==> src/rtl/div_restoring_seq_if.sv <==
// Handshake and operand/result bundle for div_restoring_seq.
// master: the requester that starts divisions and consumes results.
// slave : the divider itself.
interface div_restoring_seq_if #(
  parameter int DATA_WIDTH = 4
);
  logic                  i_en;
  logic                  i_start;
  logic [DATA_WIDTH-1:0] iv_dividend;
  logic [DATA_WIDTH-1:0] iv_divisor;
  logic [DATA_WIDTH-1:0] ov_quot;
  logic [DATA_WIDTH-1:0] ov_rem;
  logic                  o_busy;
  logic                  o_done;
  logic                  o_div_by_zero;

  modport master (
    output i_en, i_start, iv_dividend, iv_divisor,
    input  ov_quot, ov_rem, o_busy, o_done, o_div_by_zero
  );

  modport slave (
    input  i_en, i_start, iv_dividend, iv_divisor,
    output ov_quot, ov_rem, o_busy, o_done, o_div_by_zero
  );
endinterface

==> src/rtl/div_restoring_seq.sv <==
// Sequential radix-2 restoring divider, one quotient bit per enabled clock.
// A start accepted in IDLE or DONE runs DATA_WIDTH CALC steps; results are
// registered on the last step together with a one-cycle o_done pulse.
// Divide by zero is not special-cased: the restoring recurrence naturally
// yields quotient all-ones and remainder equal to the dividend.
// Optional build macro DIV_SIGNED_EN: two's-complement operands/results
// (magnitudes are divided, signs re-applied on the final step; quotient
// truncates toward zero, remainder follows the dividend's sign).
module div_restoring_seq #(
  parameter int DATA_WIDTH = 4
) (
  input logic               i_clk,
  input logic               i_rst_n,
  div_restoring_seq_if.slave bus
);

  localparam int CW = $clog2(DATA_WIDTH + 1);

  typedef enum logic [1:0] {
    IDLE = 2'd0,
    CALC = 2'd1,
    DONE = 2'd2
  } state_t;

  state_t                state_q, state_d;
  logic [CW-1:0]         cnt_q, cnt_d;
  logic [DATA_WIDTH-1:0] r_q, r_d;       // partial remainder
  logic [DATA_WIDTH-1:0] q_q, q_d;       // dividend shifting out / quotient shifting in
  logic [DATA_WIDTH-1:0] dvs_q, dvs_d;   // captured divisor (magnitude when signed)
  logic [DATA_WIDTH-1:0] quot_q, quot_d;
  logic [DATA_WIDTH-1:0] rem_q, rem_d;
  logic                  dbz_q, dbz_d;

`ifdef DIV_SIGNED_EN
  logic                  sgn_quot_q, sgn_quot_d;
  logic                  sgn_rem_q, sgn_rem_d;
  logic [DATA_WIDTH-1:0] dvd_mag, dvs_mag;
`endif

  logic [DATA_WIDTH:0]   r_sh;
  logic                  borrow;
  logic [DATA_WIDTH-1:0] r_step, q_step;
  logic                  start_ok;

  // One restoring step: shift {R,Q} left, trial-subtract the divisor.
  // The trial is evaluated DATA_WIDTH+1 bits wide; the compare gives its sign
  // and, when non-negative, the difference always fits in DATA_WIDTH bits.
  always_comb begin
    r_sh   = {r_q, q_q[DATA_WIDTH-1]};
    borrow = (r_sh < {1'b0, dvs_q});
    r_step = borrow ? r_sh[DATA_WIDTH-1:0] : (r_sh[DATA_WIDTH-1:0] - dvs_q);
    q_step = {q_q[DATA_WIDTH-2:0], ~borrow};
  end

  assign start_ok = bus.i_en && bus.i_start && (state_q != CALC);

`ifdef DIV_SIGNED_EN
  // Operand magnitudes; the most-negative value maps onto its unsigned pattern.
  always_comb begin
    dvd_mag = bus.iv_dividend[DATA_WIDTH-1] ? -bus.iv_dividend : bus.iv_dividend;
    dvs_mag = bus.iv_divisor[DATA_WIDTH-1]  ? -bus.iv_divisor  : bus.iv_divisor;
  end
`endif

  // Next-state and datapath update; nothing moves while i_en is low.
  always_comb begin
    // NOTE: every signal gets a hold default first so no path leaves one unassigned (no latches).
    state_d = state_q;
    cnt_d   = cnt_q;
    r_d     = r_q;
    q_d     = q_q;
    dvs_d   = dvs_q;
    quot_d  = quot_q;
    rem_d   = rem_q;
    dbz_d   = dbz_q;
`ifdef DIV_SIGNED_EN
    sgn_quot_d = sgn_quot_q;
    sgn_rem_d  = sgn_rem_q;
`endif

    if (bus.i_en) begin
      unique case (state_q)
        IDLE, DONE: begin
          if (start_ok) begin
            state_d = CALC;
            cnt_d   = CW'(DATA_WIDTH);
            r_d     = '0;
`ifdef DIV_SIGNED_EN
            q_d        = dvd_mag;
            dvs_d      = dvs_mag;
            sgn_quot_d = bus.iv_dividend[DATA_WIDTH-1] ^ bus.iv_divisor[DATA_WIDTH-1];
            sgn_rem_d  = bus.iv_dividend[DATA_WIDTH-1];
`else
            q_d   = bus.iv_dividend;
            dvs_d = bus.iv_divisor;
`endif
          end else begin
            state_d = IDLE;
          end
        end

        CALC: begin
          r_d   = r_step;
          q_d   = q_step;
          cnt_d = cnt_q - 1'b1;
          if (cnt_q == CW'(1)) begin
            state_d = DONE;
            dbz_d   = (dvs_q == '0);
`ifdef DIV_SIGNED_EN
            quot_d = sgn_quot_q ? -q_step : q_step;
            rem_d  = sgn_rem_q  ? -r_step : r_step;
`else
            quot_d = q_step;
            rem_d  = r_step;
`endif
          end
        end

        default: state_d = IDLE;
      endcase
    end
  end

  // State and datapath registers, cleared asynchronously.
  always_ff @(posedge i_clk or negedge i_rst_n) begin
    if (!i_rst_n) begin
      // NOTE: all datapath registers are reset too, so outputs are defined zeros right after reset.
      state_q <= IDLE;
      cnt_q   <= '0;
      r_q     <= '0;
      q_q     <= '0;
      dvs_q   <= '0;
      quot_q  <= '0;
      rem_q   <= '0;
      dbz_q   <= 1'b0;
`ifdef DIV_SIGNED_EN
      sgn_quot_q <= 1'b0;
      sgn_rem_q  <= 1'b0;
`endif
    end else begin
      // NOTE: non-blocking so every register samples the pre-edge values.
      state_q <= state_d;
      cnt_q   <= cnt_d;
      r_q     <= r_d;
      q_q     <= q_d;
      dvs_q   <= dvs_d;
      quot_q  <= quot_d;
      rem_q   <= rem_d;
      dbz_q   <= dbz_d;
`ifdef DIV_SIGNED_EN
      sgn_quot_q <= sgn_quot_d;
      sgn_rem_q  <= sgn_rem_d;
`endif
    end
  end

  assign bus.ov_quot       = quot_q;
  assign bus.ov_rem        = rem_q;
  assign bus.o_div_by_zero = dbz_q;
  assign bus.o_busy        = (state_q == CALC);
  assign bus.o_done        = (state_q == DONE);

endmodule

==> src/flat_wrapper.sv <==
// flat-port wrapper written by rule: the top's interface ports become plain ports
module div_restoring_seq_flat 
#(
  parameter int DATA_WIDTH = 4
)
  (i_clk, i_rst_n, bus_i_en, bus_i_start, bus_iv_dividend, bus_iv_divisor, bus_ov_quot, bus_ov_rem, bus_o_busy, bus_o_done, bus_o_div_by_zero);
  div_restoring_seq_if #(.DATA_WIDTH(DATA_WIDTH)) bus_i ();
  input logic i_clk;
  input logic i_rst_n;
  input wire logic [$bits(bus_i.i_en)-1:0] bus_i_en;
  input wire logic [$bits(bus_i.i_start)-1:0] bus_i_start;
  input wire logic [$bits(bus_i.iv_dividend)-1:0] bus_iv_dividend;
  input wire logic [$bits(bus_i.iv_divisor)-1:0] bus_iv_divisor;
  output wire logic [$bits(bus_i.ov_quot)-1:0] bus_ov_quot;
  output wire logic [$bits(bus_i.ov_rem)-1:0] bus_ov_rem;
  output wire logic [$bits(bus_i.o_busy)-1:0] bus_o_busy;
  output wire logic [$bits(bus_i.o_done)-1:0] bus_o_done;
  output wire logic [$bits(bus_i.o_div_by_zero)-1:0] bus_o_div_by_zero;
  assign bus_i.i_en = bus_i_en;
  assign bus_i.i_start = bus_i_start;
  assign bus_i.iv_dividend = bus_iv_dividend;
  assign bus_i.iv_divisor = bus_iv_divisor;
  assign bus_ov_quot = bus_i.ov_quot;
  assign bus_ov_rem = bus_i.ov_rem;
  assign bus_o_busy = bus_i.o_busy;
  assign bus_o_done = bus_i.o_done;
  assign bus_o_div_by_zero = bus_i.o_div_by_zero;
  div_restoring_seq #(.DATA_WIDTH(DATA_WIDTH)) u_core (.i_clk(i_clk), .i_rst_n(i_rst_n), .bus(bus_i));
endmodule
==> config.mk <==
export PLATFORM = sky130hd
export DESIGN_NAME = div_restoring_seq_flat
export DESIGN_NICKNAME = d
export VERILOG_FILES = /design/src/rtl/div_restoring_seq_if.sv /design/src/rtl/div_restoring_seq.sv /design/src/flat_wrapper.sv
export SDC_FILE = /design/constraint.sdc
export NUM_CORES = 1
export LEC_CHECK = 0
export CAP_MARGIN = 15
export CELL_PAD_IN_SITES_DETAIL_PLACEMENT = 0
export CELL_PAD_IN_SITES_GLOBAL_PLACEMENT = 2
export CORE_MARGIN = 4
export CORE_UTILIZATION = 36
export DETAILED_ROUTE_END_ITERATION = 10
export DONT_BUFFER_PORTS = 1
export PLACE_DENSITY_LB_ADDON = 0.08
export REMOVE_ABC_BUFFERS = 1
export SLEW_MARGIN = 5
export SYNTH_ARGS = -nofsm -noshare
export SYNTH_HDL_FRONTEND = slang
export SYNTH_SLANG_ARGS = --single-unit
==> constraint.sdc <==
create_clock -name i_clk -period 1.6 [get_ports i_clk]
set_input_delay 0.16 -clock i_clk [delete_from_list [all_inputs] [get_ports i_clk]]
set_output_delay 0.16 -clock i_clk [all_outputs]
set_load 0.03 [all_outputs]
Yosys cells after proc, flatten, opt, wreduce, memory -nomap -nowiden
Index checks and enable logic that the tools add are counted.

storage, ports and cells
  register bits = 26
  logic and storage cells = 38
  output and inout bits = 11

cells by class
  mux-type cells = 10
  equal/unequal tests = 6
  reductions and logical operators = 10
  bitwise gates (word level) = 1
  magnitude comparators = 1
  add/subtract/negate cells = 2

operator list
  cell                   number
  $pmux W4 S2            2
  $mux W4                3
  $reduce_and A3 Y1      3
  $ne A2 B1 Y1 const B   3
  $pmux W3 S2            1
  $lt A5 B4 Y1           1
  $logic_not A4 Y1       1
  $pmux W2 S2            1
  $sub A4 B4 Y4          1
  $eq A3 B1 Y1 const B   1
  $mux W3                1
  $sub A3 B1 Y3 const B  1
  $eq A2 B1 Y1 const B   1
  $eq A2 B2 Y1 const B   1
  $logic_and A1 B1 Y1    2
  $logic_not A2 Y1       1
  $mux W2                1
  $reduce_and A2 Y1      1
  $reduce_bool A2 Y1     1
  $reduce_or A2 Y1       1
  $mux W1                1
  $not A1 Y1             1

Depth between registers and ports, before layout
Gate-level depths: netlist of the first run.

  depth in word-level cells = 4
  mapped depth = 7
  gate-level depth less buffers = 7

Worst setup path after synthesis of the first run
No wires, ideal clock.

  path type = register -> register
  start point = reg u_core.q_q[3]
  end point = reg u_core.r_q[2]
  required time = 1.471 ns
  arrival time = 1.462 ns
  library setup time = 0.129 ns
  cell stages (with the launch flop) = 8
  slack = 0.009 ns
  cells stage by stage = dfrtp_1 -> inv_1 -> ha_1 -> inv_1 -> fa_1 -> xor2_1 -> mux2i_1 -> o21ai_0

on the way
  cells in the longest elaborated chain, start to end = 3

ends and longest elaborated chain
  element                                        line                                              text
  start, declared                                div_restoring_seq.sv:28                           logic [DATA_WIDTH-1:0] q_q, q_d;
  start signal, assigned                         div_restoring_seq.sv:145                          q_q <= q_d;
  $sub A4 B4 Y4 or $lt A5 B4 Y1 (tied branches)  div_restoring_seq.sv:51, div_restoring_seq.sv:50
  $mux W4 *                                      div_restoring_seq.sv:51                           r_step = borrow ? r_sh[DATA_WIDTH-1:0] : (r_sh[DATA_WIDTH-1:0] - dvs_q);
  $pmux W4 S2 *                                  div_restoring_seq.sv:82                           unique case (state_q)
  end signal, assigned                           div_restoring_seq.sv:144                          r_q <= r_d;
  end, declared                                  div_restoring_seq.sv:27                           logic [DATA_WIDTH-1:0] r_q, r_d;

Every way passes the cells marked *; elsewhere a longest branch is shown, timed or not.
A chain may end at the register's enable or synchronous reset.

Worst setup path after layout of the first run
  start point = reg u_core.r_q[1]
  end point = reg u_core.r_q[1]

on the way
  cells in the longest elaborated chain, start to end = 3

ends and longest elaborated chain
  element       line                     text
  $lt A5 B4 Y1  div_restoring_seq.sv:50  borrow = (r_sh < {1'b0, dvs_q});
  $mux W4       div_restoring_seq.sv:51
  $pmux W4 S2   div_restoring_seq.sv:82

Every way passes these cells.

==> summary.md, run 1 <==
| Metric | Value |
|---|---|
| Status | complete, but fails checks |
| Violated checks | negative setup slack |
| Residual DRC | 0 |
| Largest net degree at the start of global routing | 27 |
| Antenna violations before repair | 0 |
| First-pass GRT wire length | 4685 µm |
| Htree depth | 1 |
| Worst setup margin | -0.04063 ns |
| Skew final | 0.004490 ns |
| Fmax | 609.5 MHz |
| Gate Count Post-Synth | 120 |
| # rows | 21 |
| Number of global-route vias before repair | 970 |
| Gp weighted congestion | 0.7851 |
| CTS root buffer | clkbuf_8 |
| Yosys top cell by area | dfrtp_1 |
| Final Cycle Share | 102.5% |
| Post-synth top cells | dfrtp_1 (26), nand2_1 (19), o21ai_0 (11), inv_1 (9), mux2_2 (9) |
| Area after DPL | 1476 µm² |
| Maxcap violations | 0 |
| Asr flop ratio synth | 100.0% |
| Worst vdd ir | 676.1 µV |
| Worst Path Required | 1.76 ns |
| Dpl hpwl | 1832 µm |
| Hold Vio Cnt, Final | 0 |
| Crit Path Class | register to register |
| Seq cells post-synth | 26 |
| 1st-iter DRT viols | 15 |
| Number of synthesized flops with an enable pin | 0 |
| I/O Buffers | 0 |
| Top-count cell post-synth | dfrtp_1 |
| Top-area cell type share of the netlist area | 48.28% |
| Worst setup SP type | register |
| Unrepaired setup endpoints after global routing | yes |
| DRT Pass-1 Iters | 4 |
| Pre-CTS WS | -0.1198 ns |
| Critical Path Sink Type | register |
| CTS Sinks | 26 |
| Cell area after synthesis | 1348 µm² |
| Share of cells above drive strength 1 | 39.16% |
| Nets | 163 |
| Post-route ant nets | 0 |
| Mean number of vias per cell | 4.778 |
| Clock latency on the worst-skew pair | 0.27 ns |
| CTS Buf Count | 3 |
| Library cells used by synthesis | 28 |
| Layout area overhead | 27.02% |
| Aggregate global routing overflow | 0 |
| Syn Area/Cell | 11.23 µm² |
| Worst EP arrival | 1.80 ns |
| CTS tree | yes |
| Ports | 23 |
| Starting Density | 38.85% |
| Core area | 3468 µm² |
| Slew HR | 74.02% |
| Clock slew at reported path FFs | 0.09 ns |
| CP max FO | 5 |
| Final Util | 49.35% |
| Total track usage | 11.96% |
| DR vias | 903 |
| Register area share after synthesis | 48.28% |
| Die ar. | 4786 µm² |
| Diode count | 0 |
| Post-route minimum period | 1.641 ns |
| Die X | 69.18 µm |
| Finished Cell Area | 1712 µm² |
| Leading post-synthesis cells by cell area | dfrtp_1 (48%), mux2_2 (7.5%), ha_1 (5.6%), nand2_1 (5.3%), mux2i_1 (4.5%) |
| Power Dens Cells | 2345 nW/µm² |
| Worst min-delay path class | primary input to register |
| Setup violators final | 7 |
| DIE HEIGHT | 69.18 µm |
| Main synth FF type | dfrtp_1 |
| Synthesis warning total | 0 |
| Reg-to-reg setup timing slack | -0.04 ns |
| Max Root-Sink Buffers | 2 |
| Measured slew at the worst slew-check pin | 0.3883 ns |
| Wire per inst | 14.15 µm |
| Leak pwr | 0.7802 nW |
| Total routed wirelength | 2674 µm |
| Max Slew Vio Count | 0 |
per-layer routing:
metal / track usage [%] / vias to the layer above / share of wire (%)
met2: 19.07 / 12 / 49
met1: 15.91 / 428 / 46
li1: - / 458 / -
met3: 2.899 / 5 / 3.9
met4: 3.905 / 0 / 1.2
met5: 0 / - / 0
registers in the layout (all words and copies together) (netlist names):
| register | cells |
|---|---|
| u_core.bus.ov_quot | 4 |
| u_core.bus.ov_rem | 4 |
| u_core.cnt_q | 3 |
| u_core.dvs_q | 4 |
| u_core.q_q | 4 |
| u_core.r_q | 4 |
| u_core.state_q | 2 |
| u_core.bus.o_div_by_zero | 1 |
logic make-up (layout without fill, tap and decap cells):
group / count (synthesis) / count (layout) / synth area share (%)
simple gates: 33 / 33 / 12.35
flops: 26 / 26 / 48.28
compound gates: 25 / 25 / 14.11
mux: 16 / 16 / 13.09
buf+inv: 12 / 35 / 4.456
fa+ha+maj: 7 / 7 / 7.057
xor+xnor: 1 / 1 / 0.6501
final timing paths:
kind                                             start                                end  cells after the start
setup / recovery             u_core.r_q[1]$_DFFE_PN0P_          u_core.r_q[1]$_DFFE_PN0P_                      5
max in group asynchronous                      i_rst_n  u_core.bus.ov_quot[2]$_DFFE_PN0P_                      2
min in group asynchronous                      i_rst_n          u_core.r_q[3]$_DFFE_PN0P_                      2
hold reg to reg            u_core.cnt_q[1]$_DFFE_PN0P_        u_core.cnt_q[1]$_DFFE_PN0P_                      2
setup reg to reg             u_core.r_q[1]$_DFFE_PN0P_          u_core.r_q[1]$_DFFE_PN0P_                      5
hold / removal                       bus_iv_divisor[2]        u_core.dvs_q[2]$_DFFE_PN0P_                      1
cell usage in the layout, fill, tap and decap left out, drive strengths merged, types with 2 or more instances in the layout:
cell type / instances
inv: 9
dlygate4sd3: 2
mux2: 10
ha: 6
nand2: 19
clkbuf: 3
and2b: 2
o31ai: 2
mux2i: 6
nor2: 5
a21oi: 3
buf: 20
o21a: 2
o21ai: 17
dfrtp: 26
power breakdown:
| group | internal [mW] | switching, mW | total [mW] |
|---|---|---|---|
| Sequential | 0.940 | 0.394 | 1.33 |
| Combinational | 1.12 | 1.01 | 2.13 |
| Clock | 0.335 | 0.218 | 0.552 |
what timing repair did:
item | CTS | global route
setup endpoints to repair | 9 | 13
buffers inserted | 2 | 4
resized for setup | 12 | 6
hold buffers | 3 | 0
pin swaps | 2 | 1
endpoints found under the hold margin | 27 | 0
layout make-up:
class / count / area, µm²
fillers: 346 / 1757
inverters: 9 / 33.78
clock buffers: 3 / 41.29
flip-flops and latches: 26 / 650.6
multi-input cells: 82 / 715.7
well taps: 46 / 57.56
repair buffers: 22 / 182.7
clock inverters: 1 / 30.03
through the flow:
stage | power (mW) | setup TNS (ns) | instances | hold WS (ns)
3_3_place_gp | 3.044 | -0.3465 | 176 | -0.1348
3_5_place_dp | 3.065 | -0.4115 | 176 | -0.1348
2_1_floorplan | 2.541 | -0.3235 | 117 | -0.1356
5_1_grt | 4.352 | -0.6362 | 189 | 0.01586
6_report | 4.014 | -0.1713 | 189 | 0.02796
4_1_cts | 3.925 | -0.1420 | 185 | 0.02327
critical path: stages (launching register included):
cell      delay, ns
dfrtp_1        0.43
ha_4           0.32
nand2_4        0.05
o221ai_4       0.31
mux2i_2        0.33
o21ai_1        0.09
Note: power is estimated with default switching activity, not from simulation.
==> run 2, diff against run 1 <==
--- a/config.mk
+++ b/config.mk
@@ -12,6 +12,7 @@
 export CORE_UTILIZATION = 36
 export DETAILED_ROUTE_END_ITERATION = 10
 export DONT_BUFFER_PORTS = 1
+export MAX_ROUTING_LAYER = met4
 export PLACE_DENSITY_LB_ADDON = 0.08
 export REMOVE_ABC_BUFFERS = 1
 export SLEW_MARGIN = 5
==> summary.md, run 2 (synthesis results as in run 1) <==
| Metric | Value |
|---|---|
| Pre-CTS WS | -0.1198 ns |
| Clock slew at reported path FFs | 0.09 ns |
| Finished Cell Area | 1712 µm² |
| Gp weighted congestion | 0.7960 |
| Unrepaired setup endpoints after global routing | yes |
| Share of cells above drive strength 1 | 39.16% |
| Diode count | 0 |
| CTS Sinks | 26 |
| Ports | 23 |
| Core area | 3468 µm² |
| Nets | 163 |
| Number of global-route vias before repair | 968 |
| Worst Path Required | 1.75 ns |
| Total track usage | 12.30% |
| Worst vdd ir | 676.0 µV |
| Most common cell after layout, fill and taps aside | dfrtp_1 |
| Most frequent cells in the layout | dfrtp_1 (26), buf_4 (19), nand2_1 (18) |
| Max Slew Vio Count | 0 |
| Critical path cell sequence | ha_4 -> nand2_4 -> o221ai_4 -> mux2i_2 -> o21ai_1 |
| Htree depth | 1 |
| Hold Vio Cnt, Final | 0 |
| Residual DRC | 0 |
| Die ar. | 4786 µm² |
| Critical Path Sink Type | register |
| Antenna violations before repair | 0 |
| Crit Path Class | register to register |
| DIE HEIGHT | 69.18 µm |
| CP max FO | 5 |
| Status | complete, but fails checks |
| Violated checks | negative setup slack |
| Worst min-delay path class | primary input to register |
| Setup TNS | -0.1680 ns |
| Crit-path slowest cell | dfrtp_1 |
| Post-route ant nets | 0 |
| Setup violators final | 7 |
| # rows | 21 |
| 1st-iter DRT viols | 13 |
| First-pass GRT wire length | 4685 µm |
| Area after DPL | 1476 µm² |
| Total routed wirelength | 2670 µm |
| CTS tree | yes |
| Leak pwr | 0.7802 nW |
| I/O Buffers | 0 |
| CTS root buffer | clkbuf_8 |
| Aggregate global routing overflow | 0 |
| Max Root-Sink Buffers | 2 |
| Skew final | 0.004883 ns |
| DRT Pass-1 Iters | 3 |
| Mean number of vias per cell | 4.772 |
| Post-route minimum period | 1.640 ns |
| Die X | 69.18 µm |
| Fmax | 609.7 MHz |
| Max incr delay on CP | 0.43 ns |
| Worst setup SP type | register |
| Total chip power | 4.012 mW |
| Maxcap violations | 0 |
| CTS Buf Count | 3 |
| # fillers | 346 |
| Slew HR | 74.01% |
| Dpl hpwl | 1832 µm |
| Final Cycle Share | 102.5% |
| DR vias | 902 |
| Power Dens Cells | 2344 nW/µm² |
| Clock latency on the worst-skew pair | 0.27 ns |
| Measured slew at the worst slew-check pin | 0.3884 ns |
| Largest net degree at the start of global routing | 27 |
| Layout area overhead | 27.02% |
| Worst EP arrival | 1.79 ns |
| Starting Density | 38.85% |
| Wire per inst | 14.13 µm |
| Worst setup margin | -0.04003 ns |
==> run 2: cell counts in the layout (fill, tap and decap cells not counted) <==
Identical to the previous run, type by type.
==> run 2: final timing paths <==
| check | cells past startpoint | to | start | slack [ns] |
|---|---|---|---|---|
| max in group asynchronous | 2 | u_core.bus.ov_quot[2]$_DFFE_PN0P_ | i_rst_n | 1.13 |
| min | 1 | u_core.dvs_q[2]$_DFFE_PN0P_ | bus_iv_divisor[2] | 0.03 |
| min in group asynchronous | 2 | u_core.r_q[3]$_DFFE_PN0P_ | i_rst_n | 0.32 |
| max reg2reg | 5 | u_core.r_q[1]$_DFFE_PN0P_ | u_core.r_q[1]$_DFFE_PN0P_ | -0.04 |
| min reg2reg | 2 | u_core.cnt_q[1]$_DFFE_PN0P_ | u_core.cnt_q[1]$_DFFE_PN0P_ | 0.49 |
| max | 5 | u_core.r_q[1]$_DFFE_PN0P_ | u_core.r_q[1]$_DFFE_PN0P_ | -0.04 |
==> run 2: area by class of cell <==
cell class / count / area, µm² / share of cell area, %
clock buffer: 3 / 41.29 / 2.412
clock inverter: 1 / 30.03 / 1.754
inverter: 9 / 33.78 / 1.974
multi-input combinational: 82 / 715.7 / 41.81
sequential: 26 / 650.6 / 38.01
tap: 46 / 57.56 / 3.363
timing repair buffer: 22 / 182.7 / 10.67
==> run 2: where the power goes <==
| group | switching (mW) | leakage, nW | internal (mW) |
|---|---|---|---|
| Clock | 0.215 | 0.0357 | 0.335 |
| Sequential | 0.394 | 0.327 | 0.940 |
| Combinational | 1.01 | 0.418 | 1.12 |
| Total | 1.62 | 0.780 | 2.39 |
==> run 2: per-stage QoR <==
stage	util, %	cells	hold WS (ns)
after floorplan	-	117	-0.1356
after global placement	42.57	176	-0.1348
after detailed placement	42.57	176	-0.1348
after CTS	47.69	185	0.02327
after global routing	49.35	189	0.01586
final	49.35	189	0.03027
==> run 2: repair_timing <==
action / in CTS / in global routing
cloned: 0 / 0
pin swaps: 2 / 1
endpoints found under the hold margin: 27 / 0
hold buffers: 3 / 0
buffers inserted: 2 / 4
endpoints found under the setup margin: 9 / 13
resized for setup: 12 / 6
==> run 2: critical path: cells and delay by family, from the launching register on <==
| family | cells | cell delay [ns] |
|---|---|---|
| and+or+nand+nor | 1 | 0.05 |
| DFF | 1 | 0.43 |
| muxes | 1 | 0.33 |
| AOI/OAI and AO/OA | 2 | 0.40 |
| adders and majority gates | 1 | 0.32 |
==> run 2: layer usage <==
layer	routed length, µm	GRT usage [%]	up-vias	part of all wire (%)
met2	1324	19.07	9	50
met5	0	-	-	0
met1	1239	15.91	431	46
met4	8	3.905	0	0.30
met3	98	2.899	2	3.7
li1	-	-	460	-
